$ cat config.mk
export PLATFORM = sky130hd
export DESIGN_NAME = debounce_controller_flat
export DESIGN_NICKNAME = d
export VERILOG_FILES = /design/src/rtl/debounce_controller_if.sv /design/src/rtl/debounce_controller.sv /design/src/flat_wrapper.sv
export SDC_FILE = /design/constraint.sdc
export NUM_CORES = 1
export LEC_CHECK = 0
export CAP_MARGIN = 20
export CORE_UTILIZATION = 44
export CTS_CLUSTER_SIZE = 30
export DETAILED_ROUTE_END_ITERATION = 16
export PLACE_DENSITY = 0.64
export SETUP_SLACK_MARGIN = 0.2
export SYNTH_ARGS = -nofsm -noshare
export SYNTH_HDL_FRONTEND = slang
export SYNTH_SLANG_ARGS = --single-unit
$ cat constraint.sdc
create_clock -name clk_in -period 6 [get_ports clk_in]
set_input_delay 1.8 -clock clk_in [delete_from_list [all_inputs] [get_ports clk_in]]
set_output_delay 1.8 -clock clk_in [all_outputs]
set_load 0.03 [all_outputs]
$ cat src/rtl/debounce_controller_if.sv
// Button-side signal bundle for debounce_controller: raw inputs and enable in,
// debounced levels, edge pulses and the shared tick out.
interface debounce_controller_if #(
  parameter int unsigned N_CH = 4
);
  logic            enable;
  logic [N_CH-1:0] btn_in;
  logic [N_CH-1:0] btn_level;
  logic [N_CH-1:0] btn_press;
  logic [N_CH-1:0] btn_release;
  logic            tick_out;

  modport master (
    output enable, btn_in,
    input  btn_level, btn_press, btn_release, tick_out
  );

  modport slave (
    input  enable, btn_in,
    output btn_level, btn_press, btn_release, tick_out
  );
endinterface

$ cat src/rtl/debounce_controller.sv
// N_CH push-button debouncer sharing one tick prescaler; each channel has a
// two-flop synchronizer and a 4-state check FSM with registered level/pulse outputs.
module debounce_controller #(
  parameter int unsigned N_CH         = 4,
  parameter int unsigned TICK_DIV     = 2000000,
  parameter int unsigned STABLE_TICKS = 4
) (
  input logic                  clk_in,
  input logic                  reset,
  debounce_controller_if.slave bus
);
  localparam int unsigned      PW       = $clog2(TICK_DIV);
  localparam int unsigned      CW       = $clog2(STABLE_TICKS + 1);
  localparam logic [PW-1:0]    DIV_LAST = PW'(TICK_DIV - 1);
  localparam logic [CW-1:0]    CNT_LAST = CW'(STABLE_TICKS - 1);

  typedef enum logic [1:0] {
    RELEASED    = 2'd0,
    PRESS_CHK   = 2'd1,
    PRESSED     = 2'd2,
    RELEASE_CHK = 2'd3
  } state_e;

  logic [PW-1:0]   div_q, div_d;
  logic            tick_q, tick_d;
  logic [N_CH-1:0] meta_q, sync_q;

  always_comb begin
    div_d  = '0;
    tick_d = 1'b0;
    if (bus.enable) begin
      div_d  = (div_q == DIV_LAST) ? '0 : div_q + 1'b1;
      tick_d = (div_d == DIV_LAST);
    end
  end

  always_ff @(posedge clk_in or posedge reset) begin
    if (reset) begin
      div_q  <= '0;
      tick_q <= 1'b0;
      meta_q <= '0;
      sync_q <= '0;
    end else begin
      div_q  <= div_d;
      tick_q <= tick_d;
      meta_q <= bus.btn_in;
      sync_q <= meta_q;
    end
  end

  assign bus.tick_out = tick_q;

  for (genvar g = 0; g < N_CH; g++) begin : g_ch
    state_e        state_q, state_d;
    logic [CW-1:0] cnt_q, cnt_d;
    logic          level_q, level_d;
    logic          press_q, press_d;
    logic          rel_q, rel_d;

    always_comb begin
      state_d = state_q;
      cnt_d   = cnt_q;
      press_d = 1'b0;
      rel_d   = 1'b0;
      if (!bus.enable) begin
        // Pending checks fall back to the last accepted level; no pulses.
        cnt_d = '0;
        if (state_q == PRESS_CHK)   state_d = RELEASED;
        if (state_q == RELEASE_CHK) state_d = PRESSED;
      end else begin
        case (state_q)
          RELEASED: begin
            if (sync_q[g]) begin
              state_d = PRESS_CHK;
              cnt_d   = '0;
            end
          end
          PRESS_CHK: begin
            if (!sync_q[g]) begin
              state_d = RELEASED;
              cnt_d   = '0;
            end else if (tick_q) begin
              if (cnt_q == CNT_LAST) begin
                state_d = PRESSED;
                cnt_d   = '0;
                press_d = 1'b1;
              end else begin
                cnt_d = cnt_q + 1'b1;
              end
            end
          end
          PRESSED: begin
            if (!sync_q[g]) begin
              state_d = RELEASE_CHK;
              cnt_d   = '0;
            end
          end
          RELEASE_CHK: begin
            if (sync_q[g]) begin
              state_d = PRESSED;
              cnt_d   = '0;
            end else if (tick_q) begin
              if (cnt_q == CNT_LAST) begin
                state_d = RELEASED;
                cnt_d   = '0;
                rel_d   = 1'b1;
              end else begin
                cnt_d = cnt_q + 1'b1;
              end
            end
          end
          default: begin
            state_d = RELEASED;
            cnt_d   = '0;
          end
        endcase
      end
      level_d = (state_d == PRESSED) || (state_d == RELEASE_CHK);
    end

    always_ff @(posedge clk_in or posedge reset) begin
      if (reset) begin
        state_q <= RELEASED;
        cnt_q   <= '0;
        level_q <= 1'b0;
        press_q <= 1'b0;
        rel_q   <= 1'b0;
      end else begin
        state_q <= state_d;
        cnt_q   <= cnt_d;
        level_q <= level_d;
        press_q <= press_d;
        rel_q   <= rel_d;
      end
    end

    assign bus.btn_level[g]   = level_q;
    assign bus.btn_press[g]   = press_q;
    assign bus.btn_release[g] = rel_q;
  end
endmodule

$ cat src/flat_wrapper.sv
// flat-port wrapper written by rule: the top's interface ports become plain ports
module debounce_controller_flat 
#(
  parameter int unsigned N_CH         = 4,
  parameter int unsigned TICK_DIV     = 2000000,
  parameter int unsigned STABLE_TICKS = 4
)
  (clk_in, reset, bus_enable, bus_btn_in, bus_btn_level, bus_btn_press, bus_btn_release, bus_tick_out);
  debounce_controller_if #(.N_CH(N_CH)) bus_i ();
  input logic clk_in;
  input logic reset;
  input wire logic [$bits(bus_i.enable)-1:0] bus_enable;
  input wire logic [$bits(bus_i.btn_in)-1:0] bus_btn_in;
  output wire logic [$bits(bus_i.btn_level)-1:0] bus_btn_level;
  output wire logic [$bits(bus_i.btn_press)-1:0] bus_btn_press;
  output wire logic [$bits(bus_i.btn_release)-1:0] bus_btn_release;
  output wire logic [$bits(bus_i.tick_out)-1:0] bus_tick_out;
  assign bus_i.enable = bus_enable;
  assign bus_i.btn_in = bus_btn_in;
  assign bus_btn_level = bus_i.btn_level;
  assign bus_btn_press = bus_i.btn_press;
  assign bus_btn_release = bus_i.btn_release;
  assign bus_tick_out = bus_i.tick_out;
  debounce_controller #(.N_CH(N_CH), .TICK_DIV(TICK_DIV), .STABLE_TICKS(STABLE_TICKS)) u_core (.clk_in(clk_in), .reset(reset), .bus(bus_i));
endmodule
* Word-level counts from Yosys, hierarchy flattened *
Index checks and enable logic that the tools add are counted.

storage, ports and cells
  word-level logic and storage cells = 190
  memory bits (read-only) = 0
  memories = 0
  bits in writable memories = 0
  output and inout port bits = 13
  input bits = 7
  bits in registers = 62
  bits in latches = 0

cells by class
  shift operators = 0
  eq/ne operators = 34
  multiply operators = 0
  bitwise gates (word level) = 0
  div/mod/pow operators = 0
  $lt $le $gt $ge = 0
  reductions and logical operators = 12
  $add $sub $neg = 5
  muxes and demuxes = 115

operators with widths
  operator                                                                count
  2-bit 2-to-1 mux                                                        44
  3-bit 2-to-1 mux                                                        28
  3-bit case mux with 4 select lines                                      4
  21-bit equality test (second input constant)                            2
  21-bit 2-to-1 mux                                                       2
  1-bit 2-to-1 mux                                                        33
  2-bit equality test (second input constant)                             16
  2-bit case mux with 4 select lines                                      4
  21-bit by 1-bit adder with 21-bit output (second input constant)        1
  3-bit by 1-bit adder with 3-bit output (second input constant)          4
  3-bit by 2-bit equality test with 1-bit output (second input constant)  4
  3-bit by 2-bit != test with 1-bit output (second input constant)        4
  3-bit != test (second input constant)                                   4
  2-bit by 1-bit equality test with 1-bit output (second input constant)  4
  2-bit zero test                                                         4
  2-bit AND reduction                                                     4
  1-bit logical OR                                                        4

* Depth between registers and ports, before layout *
Gate-level depths: netlist (run 1).

  word-level depth = 8
  gate-level depth with buffers = 6
  gate-level depth less buffers = 6

* Worst setup path before layout (run 1) *
No wires, ideal clock.

  path kind = input to register
  from = in bus_enable
  to = reg u_core.g_ch[0].level_q
  required time = 5.875 ns
  slack = 3.260 ns
  buffers on the path = 1
  cell stages on the path = 4
  data arrival time = 2.615 ns
  setup time = 0.125 ns
  cell sequence = inv_1 > clkbuf_1 > or2_2 > mux2_2

on the way
  cells in the longest elaborated chain, start to end = 3
  elaborated cells on any way between the ends = 4
  those cells by class = eq/ne: 2; mux: 1; reduce/logical: 1

ends and longest elaborated chain
  what                              line                        RTL
  start, declared                   flat_wrapper.sv:12          input wire logic [$bits(bus_i.enable)-1:0] bus_enable;
  2-bit 2-to-1 mux (*)              debounce_controller.sv:65   if (!bus.enable) begin
  2-bit equality test               debounce_controller.sv:118  level_d = (state_d == PRESSED) || (state_d == RELEASE_CHK);
  1-bit logical OR (*)              debounce_controller.sv:118
  named net u_core.g_ch[0].level_d  debounce_controller.sv:56   logic level_q, level_d;
  end signal, assigned              debounce_controller.sv:131  level_q <= level_d;
  end, declared                     debounce_controller.sv:56

Mark *: on every way through the listed nets, which the timed path passes. The rest lies on a longest branch.
A chain may end at the register's enable or synchronous reset.

* Worst setup path in the final report (run 1) *
  from = reg u_core.tick_q, in the netlist u_core.bus.tick_out
  to = out bus_tick_out

RTL lines
  what                    line                       RTL
  start, declared         debounce_controller.sv:25  logic tick_q, tick_d;
  start signal, assigned  debounce_controller.sv:45  tick_q <= tick_d;
  end, declared           flat_wrapper.sv:17         output wire logic [$bits(bus_i.tick_out)-1:0] bus_tick_out;

No word-level cell between the ends.

==> out/metrics.yaml, run 1 <==
drtIter0Drc: 90
synth_ff_type: "dfrtp_1"
slew_violations: 0
clock_path_buffers: 2
criticalPathCategory: "flip-flop to output pin"
yosys.area_share.simple: 0.2227
r2r_start: "u_core.div_q[0]"
final_layout_size_suffix_gt1_frac: 0.1299
postSynthCellCount: 293
ys_types: 55
yosysTopAreaCell: "dfrtp_1"
post-route-drc-count: 0
grt.total_usage: 0.1690
cts_buffers: 9
muxShareOfSynthArea: 0.03269
cts_num_sinks: 62
crit_fanout: 18
power.density_nw_per_um2: 242.8
start_kind: "flip-flop"
clkLatencyLatePin_ps: 340
finalSetupTns_ps: 0
cts_setup_buffers: 0
rr_worst_depth: 6
status: "completed"
first_pass_iters: 4
initial_core_util: 0.4531
grt_first_pass_wirelength_um: 9528
coreArea_um2: 6756
postRouteAntennaNets: 0
drv_cap: 0
fin_skew_ps: 9.101
grt_setup_unrepaired: "no"
wire_per_inst_um: 14.22
routabilityCongestion: 0.8124
gr-total-overflow: 0
netlist_area_um2: 3062
antenna_found_initial: 0
routed_wl_um: 5517
fin_area_um2: 3443
worst_setup_path_end_kind: "output pin"
peakVddDrop_uv: 111.4
ctsResizeCount: 0
crit_path_max_incr_delay_ps: 780
synthTopCellsByArea: "dfrtp_1 51%, nor2_1 3.9%, xnor2_1 3.1%"
ctsHoldBuffers: 0
whs_endpoint: "u_core.sync_q[0]"
power.leakage_nw: 1.478
slowest_stage: "clkdlybuf4s50_1"
required_ps: 4200
dieArea_um2: 7296
crit_chain: "clkdlybuf4s50_1"
slew-limit-headroom: 0.5809
pin_count: 20
grt_max_degree: 40
io_buffers: 19
hold_depth: 0
seq_area_frac_synth: 0.5067
avgSynthCellArea_um2: 10.45
finish.net_count: 315
max_freq_mhz: 273.1
cts_tree: "built"
h-tree-depth: 3
rows: 30
rrSetupSlack_ps: 3550
ys_async_sr_fraction: 1.000
vias: 2118
synth-adder-area-share: 0.02043
period_share: 0.6104
synth_xor_area_frac: 0.06007
dp_hpwl_um: 3661
dieWidth_um: 85.42
grt_pass1_vias: 2010
ys_seq_elements: 62
cts.clk_slew.worst_paths_ps: 70
root_buffer: "clkbuf_8"
ys_warn_count: 0
synth_compound_area_frac: 0.1030
die_h_um: 85.42
drt-vias-per-instance: 5.459
crit_buf_inv: 1
place_area_um2: 3234
insertedDiodeCount: 0
r2r-end: "u_core.bus.tick_out"
min_from: "u_core.meta_q[0]"
syn_nets: 305
netlist.area_leader.share: 0.5067
tightestPinTransition_ps: 623.0
path_delay_family: "buffers and inverters"
hp-class: "flip-flop to flip-flop"
synth_edf_count: 0
fin_crit_ps: 3662
finalHoldViolations: 0
setup-violations-final: 0
synthToLayoutAreaGrowth_pct: 12.46
synth_top_family_by_area: "simple AND/OR/NAND/NOR gates"
crit_arrival_ps: 1860
==> cells in the mapped netlist (3+ instances only) <==
cell type   n
a21oi_1    13
nor2b_1     3
and3_1      4
nor3_1      5
nor3b_1     9
clkbuf_1    6
xor2_1     10
inv_1       9
nand2_1    21
nand4_1     6
buf_4      12
o31a_1      3
nor2_1     32
ha_1        5
nand3_1    10
nand2b_1    3
and2_1      3
nor4_1      5
mux2_2      8
buf_2       4
o21ba_2     3
dfrtp_1    62
xnor2_1    11
o21ai_0     8
==> worst max-delay path by stage <==
| stage | endpoint | from | cells past startpoint |
|---|---|---|---|
| 2_1_floorplan | u_core.bus.tick_out | reset | 1 |
| 3_3_place_gp | u_core.g_ch[2].cnt_q[0] | bus_enable | 6 |
| 3_5_place_dp | u_core.g_ch[2].cnt_q[0] | bus_enable | 6 |
| 4_1_cts | bus_tick_out | u_core.bus.tick_out | 1 |
| 5_1_grt | bus_tick_out | u_core.bus.tick_out | 1 |
| 6_report | bus_tick_out | u_core.bus.tick_out | 1 |
==> sequential cells by signal, indices dropped and copies added (netlist names) <==
name and cells:
u_core.bus.tick_out 1, u_core.div_q 21, u_core.g_ch.cnt_q 12, u_core.g_ch.level_q 4, u_core.g_ch.press_q 4, u_core.g_ch.rel_q 4
u_core.g_ch.state_q 8, u_core.meta_q 4, u_core.sync_q 4
==> layout make-up <==
type	instances	area, µm²
Inverter	9	33.78
Clock buffer	10	137.6
Fill cell	598	3313
Multi-Input combinational cell	200	1344
Tap cell	80	100.1
Sequential cell	62	1551
Clock inverter	6	71.32
Timing Repair Buffer	21	205.2
==> power by group <==
| part | total (mW) | leakage, nW | internal, mW | switching (mW) |
|---|---|---|---|---|
| sequential | 0.429 | 0.841 | 0.423 | 0.00529 |
| combinational | 0.0295 | 0.538 | 0.00972 | 0.0198 |
| clock | 0.378 | 0.0987 | 0.205 | 0.173 |
| total | 0.836 | 1.48 | 0.638 | 0.198 |
==> layer usage <==
layer | vias to the layer above | track usage | wire length (µm)
met1 | 1037 | 0.2134 | 2607
met3 | 8 | 0.06226 | 186
met2 | 30 | 0.2655 | 2650
met5 | - | 0 | 0
li1 | 1043 | - | -
met4 | 0 | 0.06364 | 72
==> layout by cell type, fill, tap and decap left out, drive strengths merged, types with 2 or more instances in the layout <==
cell type,instances
or4,3
and3,4
nand3,11
nand4,8
nand2b,3
o21ai,8
clkinvlp,2
o31a,3
ha,5
a2111oi,3
nor3b,9
nand2,21
buf,2
clkdlybuf4s50,19
o21ba,3
xnor2,11
or3,2
nor4,6
dfrtp,62
inv,9
and2,3
nor2b,3
a21o,2
a31oi,2
clkinv,3
nor3,5
nand3b,2
mux2,8
a21oi,13
or2,2
xor2,10
nor2,32
clkbuf,10
==> metrics by stage <==
stage | hold WS (ps) | worst slack [ps] | utilization | instances | power [mW]
after floorplan | 331.2 | 2659 | - | 293 | 0.4549
after global placement | 333.0 | 2215 | 0.4787 | 372 | 0.4663
after detailed placement | 337.9 | 2166 | 0.4787 | 372 | 0.4674
after CTS | 353.1 | 2327 | 0.5096 | 388 | 0.8489
after global routing | 361.7 | 2262 | 0.5096 | 388 | 0.8726
final | 350.9 | 2338 | 0.5096 | 388 | 0.8361
==> cells by family (layout without fill, tap and decap cells) <==
| kind of cell | count (synthesis) | in the layout |
|---|---|---|
| and+or+nand+nor | 120 | 120 |
| buffers and inverters | 31 | 46 |
| muxes | 9 | 9 |
| adders and majority gates | 5 | 5 |
| DFF | 62 | 62 |
| xor gates and xnor gates | 21 | 21 |
| AOI/OAI and AO/OA | 45 | 45 |
Note: power is estimated with default switching activity, not from simulation.
==> inputs of run 2 (changes only) <==
==> constraint.sdc (replaced) <==
create_clock -name clk_in -period 3.5 [get_ports clk_in]
set_input_delay 1.05 -clock clk_in [delete_from_list [all_inputs] [get_ports clk_in]]
set_output_delay 1.05 -clock clk_in [all_outputs]
set_load 0.03 [all_outputs]
==> run 2 against run 1 <==
Utilization rose by 0.39 points. Global-route usage down 0.17 points. Flip-flop and latch count is the same. Critical path depth is 5 higher. Hold slack got worse by 0.55 ps. Critical path type is now flip-flop to flip-flop. Largest power group unchanged.
==> out/metrics.yaml, run 2 (synthesis results as in run 1) <==
status: "completed"
fin_area_um2: 3470  # +0.76%
power.leakage_nw: 1.498  # +1.4%
pre_cts_ws_ps: 795.3  # -1371 ps
final_util: 0.5135  # +0.003889
post-route-drc-count: 0  # unchanged
rrSetupSlack_ps: 1050  # -2500 ps
dieWidth_um: 85.42  # unchanged
period_share: 0.6992
antenna_found_initial: 0  # unchanged
rows: 30  # unchanged
fillers: 596  # -0.33%
ctsHoldBuffers: 0  # unchanged
hp-class: "flip-flop to flip-flop"
setup-violations-final: 0  # unchanged
grt_setup_unrepaired: "no"
r2r-end: "u_core.bus.tick_out"
fin_crit_ps: 2447
peakVddDrop_uv: 164.6  # +48%
max_freq_mhz: 408.6
root_buffer: "clkbuf_8"
first_pass_iters: 4  # unchanged
die_h_um: 85.42  # unchanged
coreArea_um2: 6756  # unchanged
criticalPathCategory: "flip-flop to flip-flop"
cts_num_sinks: 62  # unchanged
min_from: "u_core.meta_q[0]"
routabilityCongestion: 0.7775  # -4.3%
ctsResizeCount: 0  # unchanged
clkLatencyLatePin_ps: 330  # about the same
dp_hpwl_um: 3725  # +1.8%
slew_violations: 0  # unchanged
insertedDiodeCount: 0  # unchanged
cts_tree: "built"
final_layout_size_suffix_gt1_frac: 0.1327  # +0.002816
worst_setup_path_end_kind: "flip-flop"
drv_cap: 0  # unchanged
finish.net_count: 317  # +0.63%
final_cell_mix: "62 x dfrtp_1, 32 x nor2_1, 21 x nand2_1"
holdWs_ps: 350.3  # -0.5490 ps
layout.cells.non_filler: 389  # +0.26%
dieArea_um2: 7296  # unchanged
dp_cells: 374  # +0.54%
crit_arrival_ps: 2670  # +810 ps
initial_core_util: 0.4531  # unchanged
regArea_um2: 1551  # unchanged
cts_setup_buffers: 0  # unchanged
rr_worst_depth: 6  # unchanged
vias: 2141  # +1.1%
finalSetupTns_ps: 0  # unchanged
grt_max_degree: 39  # -2.5%
pin_count: 20  # unchanged
reg_top3: "u_core.div_q x21, u_core.g_ch.cnt_q x12, u_core.g_ch.state_q x8"
r2r_start: "u_core.div_q[0]"
multi_input_area_um2: 1344  # unchanged
grt_pass1_vias: 2050  # +2.0%
drt-vias-per-instance: 5.504  # +0.83%
fin_ws_ps: 1053  # -1285 ps
crit_fanout: 5  # -13
required_ps: 3730  # -470 ps
tightestPinTransition_ps: 638.1  # +15.17 ps
routed_wl_um: 5420  # -1.8%
layout_commonest_cell: "dfrtp_1"
fin_skew_ps: 6.040  # -3.061 ps
start_kind: "flip-flop"
slew-limit-headroom: 0.5707  # -0.01021
synthToLayoutAreaGrowth_pct: 13.32
crit_start: "u_core.div_q[0]"
p_total_mw: 1.438  # +72%
largest_register_ffs: 21  # unchanged
finalHoldViolations: 0  # unchanged
grt_first_pass_wirelength_um: 9522  # about the same
regMostFlops: "u_core.div_q"
power.density_nw_per_um2: 414.6  # +71%
cts.clk_slew.worst_paths_ps: 70  # about the same
place_area_um2: 3262  # +0.85%
gr-total-overflow: 0  # unchanged
clock_path_buffers: 2  # unchanged
h-tree-depth: 3  # unchanged
io_buffers: 19  # unchanged
wire_per_inst_um: 13.93  # -2.0%
grt.total_usage: 0.1673  # -0.001736
postRouteAntennaNets: 0  # unchanged
endpoint: "u_core.bus.tick_out"
drtIter0Drc: 94  # +4.4%
cts_buffers: 9  # unchanged
==> run 2: worst max-delay path: stages, from the launching register on <==
cell       delay, ps
dfrtp_1          410
ha_1             290
a211o_1          310
a2111o_1         410
a2111oi_0        490
o211ai_1         210
a2111oi_2        230
==> run 2: how the worst min path moves through the flow <==
stage / endpoint / slack [ps] / cells after the start
finish: u_core.sync_q[0] / 350 / 0
global route: u_core.sync_q[2] / 360 / 0
CTS: u_core.sync_q[3] / 350 / 0
detailed placement: u_core.sync_q[2] / 340 / 0
global placement: u_core.sync_q[3] / 330 / 0
floorplan: u_core.sync_q[0] / 330 / 0
==> run 2: layer usage <==
| layer | track usage | share of wire | up-vias |
|---|---|---|---|
| met2 | 0.2676 | 0.47 | 29 |
| li1 | - | - | 1046 |
| met3 | 0.03210 | 0.027 | 11 |
| met1 | 0.2222 | 0.48 | 1055 |
| met4 | 0.07273 | 0.014 | 0 |
| met5 | 0 | 0 | - |
==> run 2: cell type report <==
cell class,instances,share of cell area
sequential,62,0.4472
multi-input combinational,200,0.3873
timing repair buffer,23,0.06708
clock buffer,12,0.04760
tap,80,0.02885
clock inverter,3,0.01226
inverter,9,0.009737
==> run 2: report_power, final <==
group	total [mW]	internal (mW)	leakage, nW	switching, mW
sequential	0.735	0.726	0.841	0.00860
clock	0.649	0.382	0.104	0.267
combinational	0.0540	0.0191	0.553	0.0350
==> inputs of run 3 (changes only) <==
--- a/config.mk
+++ b/config.mk
@@ -9,7 +9,7 @@
 export CORE_UTILIZATION = 44
 export CTS_CLUSTER_SIZE = 30
 export DETAILED_ROUTE_END_ITERATION = 16
-export PLACE_DENSITY = 0.64
+export PLACE_DENSITY = 0.67
 export SETUP_SLACK_MARGIN = 0.2
 export SYNTH_ARGS = -nofsm -noshare
 export SYNTH_HDL_FRONTEND = slang
==> constraint.sdc (replaced) <==
create_clock -name clk_in -period 2.2 [get_ports clk_in]
set_input_delay 0.66 -clock clk_in [delete_from_list [all_inputs] [get_ports clk_in]]
set_output_delay 0.66 -clock clk_in [all_outputs]
set_load 0.03 [all_outputs]
==> run 3 against run 2 <==
Design area increased by 6.0%. Sequential power increased by 59%. Final cell count increased by 4.9%. Largest power group is now clock.
==> out/metrics.yaml, run 3 (synthesis results as in run 1) <==
final_util: 0.5441  # +0.03056
rrSetupSlack_ps: 120  # -940 ps
dieArea_um2: 7296  # unchanged
power.density_nw_per_um2: 670.0  # +62%
max_freq_mhz: 479.6  # +17%
rr_worst_depth: 6  # unchanged
gr-total-overflow: 0  # unchanged
start_kind: "flip-flop"
synthToLayoutAreaGrowth_pct: 20.07
grt_pass1_vias: 2174  # +6.0%
p_sw_uw: 519.4  # +67%
tightestPinTransition_ps: 557.7  # -80.48 ps
fin_skew_ps: 7.368  # +1.328 ps
path_delay_family: "compound AO/OA/AOI/OAI gates"
required_ps: 2440  # -1290 ps
slew_violations: 0  # unchanged
vias: 2194  # +2.5%
min_from: "u_core.meta_q[1]"
drv_cap: 0  # unchanged
dieWidth_um: 85.42  # unchanged
cts.clk_slew.worst_paths_ps: 70  # about the same
largest_register_ffs: 21  # unchanged
cellInternalPower_mw: 1.943  # +72%
h-tree-depth: 3  # unchanged
cts_buffers: 9  # unchanged
slowest_stage: "dfrtp_2"
routed_wl_um: 5623  # +3.7%
rows: 30  # unchanged
final_cell_mix: "61 x dfrtp_1, 32 x nor2_1, 22 x buf_4"
crit_fanout: 5  # unchanged
first_pass_iters: 4  # unchanged
final_layout_size_suffix_gt1_frac: 0.1982  # +0.06548
p_total_mw: 2.463  # +71%
r2r_start: "u_core.div_q[0]"
post-route-drc-count: 0  # unchanged
dp_hpwl_um: 3923  # +5.3%
cts_num_sinks: 62  # unchanged
hold_depth: 0  # unchanged
crit_path_max_incr_delay_ps: 440  # -50 ps
swShare: 0.2109  # -0.005310
wire_per_inst_um: 13.78  # -1.1%
ctsHoldBuffers: 0  # unchanged
criticalPathCategory: "flip-flop to flip-flop"
pwr-share-clk: 0.484  # +0.033
io_buffers: 19  # unchanged
fin_area_um2: 3676  # +6.0%
fin_crit_ps: 2085  # -362.2 ps
hp-class: "flip-flop to flip-flop"
finalHoldViolations: 0  # unchanged
clock_path_buffers: 2  # unchanged
postRouteAntennaNets: 0  # unchanged
power.leakage_nw: 1.676  # +12%
r2r-end: "u_core.bus.tick_out"
root_buffer: "clkbuf_8"
routabilityCongestion: 0.8086  # +4.0%
setup-violations-final: 0  # unchanged
finish.net_count: 336  # +6.0%
fin_ws_ps: 115.0  # -937.8 ps
crit_arrival_ps: 2320  # -350 ps
antenna_found_initial: 0  # unchanged
regMostFlops: "u_core.div_q"
clkLatencyLatePin_ps: 340  # about the same
die_h_um: 85.42  # unchanged
worst_setup_path_end_kind: "flip-flop"
insertedDiodeCount: 0  # unchanged
whs_endpoint: "u_core.sync_q[1]"
drt-vias-per-instance: 5.377  # -2.3%
drtIter0Drc: 89  # -5.3%
coreArea_um2: 6756  # unchanged
slew-limit-headroom: 0.6248  # +0.05415
period_share: 0.9477  # +0.2485
grt_setup_unrepaired: "yes"
pwr-share-comb: 0.041  # +0.003
pin_count: 20  # unchanged
status: "completed"
crit_chain: "ha_4, a211o_1, a2111o_1, a2111oi_4, o211ai_1, a2111oi_2"
layout_commonest_cell: "dfrtp_1"
initial_core_util: 0.4531  # unchanged
place_area_um2: 3390  # +3.9%
peakVddDrop_uv: 334.9  # +100%
crit_buf_inv: 0  # unchanged
grt_first_pass_wirelength_um: 9425  # -1.0%
sequentialPowerShare: 0.476  # -0.035
reg_top3: "u_core.div_q x21, u_core.g_ch.cnt_q x12, u_core.g_ch.state_q x8"
cts_tree: "built"
grt_max_degree: 33  # -15%
pre_cts_ws_ps: 6.163  # -789.1 ps
grt.total_usage: 0.1671  # about the same
[run 3: metal layers]
metal | vias up | share of wire | global-route usage | wire length (µm)
met5 | - | 0 | 0 | 0
li1 | 1087 | - | - | -
met1 | 1068 | 0.46 | 0.1982 | 2570
met3 | 8 | 0.030 | 0.04183 | 167
met4 | 0 | 0.018 | 0.08030 | 100
met2 | 31 | 0.50 | 0.2836 | 2784
[run 3: layout make-up]
type,count,area (µm²)
clock buffer,9,123.9
clock inverter,6,111.4
fill,587,3080
inverter,9,37.54
multi-input combinational,200,1388
sequential,62,1553
tap,80,100.1
timing repair buffer,42,362.8
[run 3: how the worst max path moves through the flow]
stage	from	endpoint	slack (ps)	depth (start not counted)
after floorplan	u_core.div_q[0]	u_core.bus.tick_out	240	6
after global placement	bus_enable	u_core.bus.tick_out	40	4
after detailed placement	bus_enable	u_core.bus.tick_out	6	4
after CTS	u_core.div_q[0]	u_core.bus.tick_out	100	6
after global routing	u_core.div_q[0]	u_core.bus.tick_out	-1	6
final	u_core.div_q[0]	u_core.bus.tick_out	120	6
[run 3: power groups by stage]
| stage | registers (mW) | logic (mW) | clock network (mW) |
|---|---|---|---|
| 5_1_grt | 1.17 | 0.115 | 1.27 |
| 2_1_floorplan | 1.19 | 0.0549 | 0 |
| 4_1_cts | 1.17 | 0.0978 | 1.23 |
| 6_report | 1.17 | 0.0998 | 1.19 |
| 3_3_place_gp | 1.19 | 0.0950 | 0 |
| 3_5_place_dp | 1.19 | 0.0963 | 0 |
[run 3: what timing repair did]
item | in CTS | in global routing
buffers inserted | 1 | 4
setup endpoints to repair | 13 | 5
pin swaps | 1 | 0
gates resized for setup | 12 | 5
[run 3: per-stage QoR]
stage | setup TNS, ps | std cells | hold slack [ps]
floorplan | 0 | 293 | 331.2
global placement | 0 | 388 | 333.4
detailed placement | 0 | 388 | 335.6
CTS | 0 | 404 | 350.5
global route | -1.359 | 408 | 362.9
finish | 0 | 408 | 347.1
